### config.mk
export PLATFORM = sky130hd
export DESIGN_NAME = axi_stream_packer
export DESIGN_NICKNAME = d
export VERILOG_FILES = /design/src/rtl/axi_stream_packer_pkg.sv /design/src/rtl/axi_stream_packer.sv
export SDC_FILE = /design/constraint.sdc
export NUM_CORES = 1
export LEC_CHECK = 0
export ABC_CLOCK_PERIOD_IN_PS = 1600
export CAP_MARGIN = 5
export CELL_PAD_IN_SITES_DETAIL_PLACEMENT = 1
export CELL_PAD_IN_SITES_GLOBAL_PLACEMENT = 2
export CORE_MARGIN = 1
export CORE_UTILIZATION = 30
export CTS_CLUSTER_SIZE = 24
export DETAILED_ROUTE_END_ITERATION = 12
export GPL_TIMING_DRIVEN = 0
export PLACE_DENSITY = 0.79
export SLEW_MARGIN = 20
export SYNTH_ARGS = -nofsm -noshare
export SYNTH_HDL_FRONTEND = slang
export SYNTH_SLANG_ARGS = --single-unit
### constraint.sdc
create_clock -name aclk_i -period 1.6 [get_ports aclk_i]
set_input_delay 0.32 -clock aclk_i [delete_from_list [all_inputs] [get_ports aclk_i]]
set_output_delay 0.32 -clock aclk_i [all_outputs]
set_load 0.05 [all_outputs]
### src/rtl/axi_stream_packer_pkg.sv
// Shared constants and helpers for the stream packer: counter sizing and
// lane-to-bit-offset mapping.
package axi_stream_packer_pkg;

  localparam int DEFAULT_RATIO = 4;

  // Ceiling log2; clog2(1) = 0.
  function automatic int clog2(input int value);
    int r;
    r = 0;
    for (int v = value - 1; v > 0; v = v >> 1) r++;
    return r;
  endfunction

  // Beat counter width; at least one bit so the counter is never zero-width.
  function automatic int cnt_width(input int ratio);
    return (clog2(ratio) < 1) ? 1 : clog2(ratio);
  endfunction

  localparam int CNT_W_DEFAULT = cnt_width(DEFAULT_RATIO);

  // Little-endian lane placement: lane k starts at bit k*dwidth.
  function automatic int lane_lsb(input int lane, input int dwidth);
    return lane * dwidth;
  endfunction

endpackage

### src/rtl/axi_stream_packer.sv
// Packs RATIO narrow valid/ready beats into one wide word, closing a word early
// on an end-of-frame beat; a single output holding register gives full throughput.
module axi_stream_packer
  import axi_stream_packer_pkg::*;
#(
  parameter int DWIDTH = 8,
  parameter int RATIO  = DEFAULT_RATIO
) (
  input  logic                     aclk_i,
  input  logic                     areset_i,
  output logic                     ready_o,
  input  logic                     valid_i,
  input  logic [DWIDTH-1:0]        data_i,
  input  logic                     last_i,
  input  logic                     ready_i,
  output logic                     valid_o,
  output logic [DWIDTH*RATIO-1:0]  data_o,
  output logic [RATIO-1:0]         keep_o,
  output logic                     last_o
);

  localparam int              CNT_W   = cnt_width(RATIO);
  localparam int              OW      = DWIDTH * RATIO;
  localparam logic [CNT_W-1:0] CNT_MAX = CNT_W'(RATIO - 1);

  logic [CNT_W-1:0] cnt;
  logic [OW-1:0]    acc;
  logic [RATIO-1:0] mask;
  logic [OW-1:0]    acc_ins;
  logic [RATIO-1:0] mask_ins;
  logic             in_fire;
  logic             out_fire;
  logic             complete;

  // The output register can take a new word whenever it is empty or draining.
  assign ready_o  = areset_i & (~valid_o | ready_i);
  assign in_fire  = ready_o & valid_i;
  assign out_fire = valid_o & ready_i;
  assign complete = in_fire & ((cnt == CNT_MAX) | last_i);

  always_comb begin
    // NOTE: every variable gets a default before any conditional write,
    // otherwise the tool infers a latch to hold the old value.
    acc_ins  = acc;
    mask_ins = mask | (RATIO'(1) << cnt);
    for (int k = 0; k < RATIO; k++) begin
      if (cnt == CNT_W'(k)) acc_ins[lane_lsb(k, DWIDTH) +: DWIDTH] = data_i;
    end
  end

  // NOTE: sequential state uses non-blocking assignments so every register
  // samples pre-edge values regardless of statement order.
  always_ff @(posedge aclk_i) begin
    if (!areset_i) begin
      // NOTE: the accumulator is reset explicitly because unused upper lanes
      // are emitted as zeros when a frame closes early.
      cnt     <= '0;
      acc     <= '0;
      mask    <= '0;
      valid_o <= 1'b0;
      data_o  <= '0;
      keep_o  <= '0;
      last_o  <= 1'b0;
    end else begin
      if (out_fire) valid_o <= 1'b0;
      if (in_fire) begin
        if (complete) begin
          // Overrides the drain above, so back-to-back words leave no bubble.
          data_o  <= acc_ins;
          keep_o  <= mask_ins;
          last_o  <= last_i;
          valid_o <= 1'b1;
          cnt     <= '0;
          acc     <= '0;
          mask    <= '0;
        end else begin
          acc  <= acc_ins;
          mask <= mask_ins;
          cnt  <= cnt + CNT_W'(1);
        end
      end
    end
  end

endmodule

==> impl_metrics.ini <==
[run_status]
outcome = complete, but fails checks
violations = negative setup slack

[placed_design]
hpwl_um = 6987
dp_cells = 504
placed_cell_area_sq_um = 3938
place.gp.congestion = 0.7602
io_buffers = 50

[detailed_routing]
drt_iter0_markers = 138
drc = 0
wl_per_cell_um = 19.70
drt.antenna.violating_nets = 0
vias = 2885
viasPerCell = 5.413
dr.pass1.iters = 4
totalWireLength_um = 10500

[timing]
final.setup_skew_ns = 0.007118
worst_pin_slew_ns = 0.5227
max_freq_ghz = 0.6090
hold_viol = 0
slew_headroom_pct = 65.15
setup_violations = 1
slew_viol_final = 0
rsz0062_at_grt = true
period_minus_slack_ns = 1.642
whs_ns = 0.2919
layout_setup_ws_ns = -0.04212
fin_crit_sh_pct = 102.6

[logic_synthesis]
synth_edf_count = 0
syn_area_sq_um = 3256
yosys_most_used_dff = dfxtp_1
synthDistinctLibCells = 34
yosys_warnings = 0
synth_top_cell_by_area = dfxtp_1
netlist_top_cells_count = dfxtp_1, a31oi_1, a211oi_1
ys_seq_elements = 76
yosysMostFrequentCell = dfxtp_1
synthArstFlopShare_pct = 0
netlist.area_leader.share_pct = 46.73
netlist_top_cells_area = dfxtp_1, mux2i_1, a211oi_1
seq_area_frac_synth_pct = 46.73
synth_cells = 318
syn_nets = 335
synth_area_per_cell_sq_um = 10.24

[setup_path]
r2r_setup_slack_ns = 0.04
crit_buf_inv = 3
reg2reg_depth = 6
setup.worst_path.start = valid_o$_SDFF_PN0_
crit_top_cell = buf_12
cp_top_family = buffers and inverters
cp.arrival_ns = 1.32
end_kind = output port
crit_required_ns = 1.28
crit_type = reg -> out
cp_cell_sequence = nor2b_4 > buf_12 > buf_12 > nor2_4 > buf_8
crit_slowest_cell = dfxtp_2
r2r-end = acc[10]$_SDFFE_PN0P_
critical_path.max_fanout = 4
critPathLaunchType = register
reg2reg_from = cnt[1]$_SDFFE_PN0P_
max_stage_delay_ns = 0.33

[clock_network]
cts_tree = built
h-tree-depth = 3
cts_buffers = 9
clkTransAtPathRegs_ns = 0.08
clockBufferDepth = 2
clkLatencyLatePin_ns = 0.35
cts_sinks = 76
cts_hold_buffers = 0
cts-root-buf = clkbuf_8

[worst_hold_path]
hp-start = areset_i
hold_depth = 2
hold_class = in -> reg
hold_end = valid_o$_SDFF_PN0_

[layout]
nets = 410
utilization_pct = 42.45
drive_gt1_share_pct = 22.67
fin_cells = 533
n_antenna_cell = 0
fin_area_sq_um = 4422
fill_cells = 1152
area_growth_pct = 35.82

[die]
die_w_um = 106.2
pin_count = 52
row_count = 37
die_y_um = 106.2
die-area_sq_um = 11270
coreArea_sq_um = 10420
initial_core_util_pct = 31.26

[grt]
grt_max_degree = 13
grt-ovfl-total = 0
antenna_found_initial = 0
track_usage_pct = 19.23
grt_pass1_vias = 2886
grt_pass1_wl_um = 16490

[power]
power_uw = 4148
peakVddDrop_mv = 0.4879
p_leak_uw = 0.001673
p_per_area_nw_per_um2 = 938.1

[run]
drv_cap = 0
[where the power goes]
part / internal, uW / switching (uW)
logic: 247 / 480
clock network: 708 / 728
registers: 1950 / 35.0
[layer usage]
metal	global-route usage (%)	part of all wire, %	vias up
li1	-	-	1374
met1	27.34	48	1424
met2	29.31	46	77
met3	3.801	4.5	10
met4	5.456	1.2	0
met5	0	0	-
[cells by family after synthesis]
| family | share of synthesized area, % |
|---|---|
| buffers and inverters | 6.802 |
| and+or+nand+nor | 8.801 |
| DFF | 46.73 |
| adders and majority gates | 1.537 |
| muxes | 9.839 |
| AOI/OAI and AO/OA | 26.29 |
[metrics by stage]
step | setup slack [ns] | TNS [ns]
after floorplan | 0.007876 | 0
after global placement | -1.434 | -39.74
after detailed placement | -1.438 | -41.60
after CTS | -0.1825 | -1.904
after global routing | -0.08818 | -0.1648
final | -0.04212 | -0.04212
[flip-flops by register name, summed over array words and instances (netlist names)]
signal   flops
acc         32
data_o      32
keep_o       4
mask         4
cnt          2
last_o       1
valid_o      1
[cells in the final DEF (no fill, tap or decap), types with 10 or more instances in the layout]
cell / n
nand4_1: 12
o31ai_1: 11
a211oi_1: 35
dfxtp_1: 73
buf_4: 25
a31oi_1: 36
and2_1: 10
a21oi_1: 12
dlygate4sd2_1: 33
a22o_1: 13
mux2i_1: 32
[repair_timing]
item                       in CTS  in global routing
buffers inserted                4                 11
pin swaps                       1                 11
setup endpoints to repair     113                 63
resized for setup              76                 52
[how the worst max path moves through the flow]
| stage | end | slack [ns] | depth (start not counted) |
|---|---|---|---|
| global placement | ready_o | -1.43 | 6 |
| floorplan | acc[17]$_SDFFE_PN0P_ | 0.008 | 6 |
| detailed placement | ready_o | -1.44 | 6 |
| global route | ready_o | -0.09 | 5 |
| CTS | acc[21]$_SDFFE_PN0P_ | -0.18 | 6 |
| finish | ready_o | -0.04 | 5 |
[layout make-up]
type / count / area [sq um] / share of cell area (%)
Buffer: 34 / 287.8 / 6.508
Timing Repair Buffer: 65 / 571.8 / 12.93
Clock inverter: 5 / 53.80 / 1.217
Clock buffer: 10 / 127.6 / 2.886
Inverter: 7 / 31.28 / 0.7074
Sequential cell: 76 / 1530 / 34.61
Multi-Input combinational cell: 200 / 1649 / 37.29
Tap cell: 136 / 170.2 / 3.848
(Power assumes the default switching activity.)
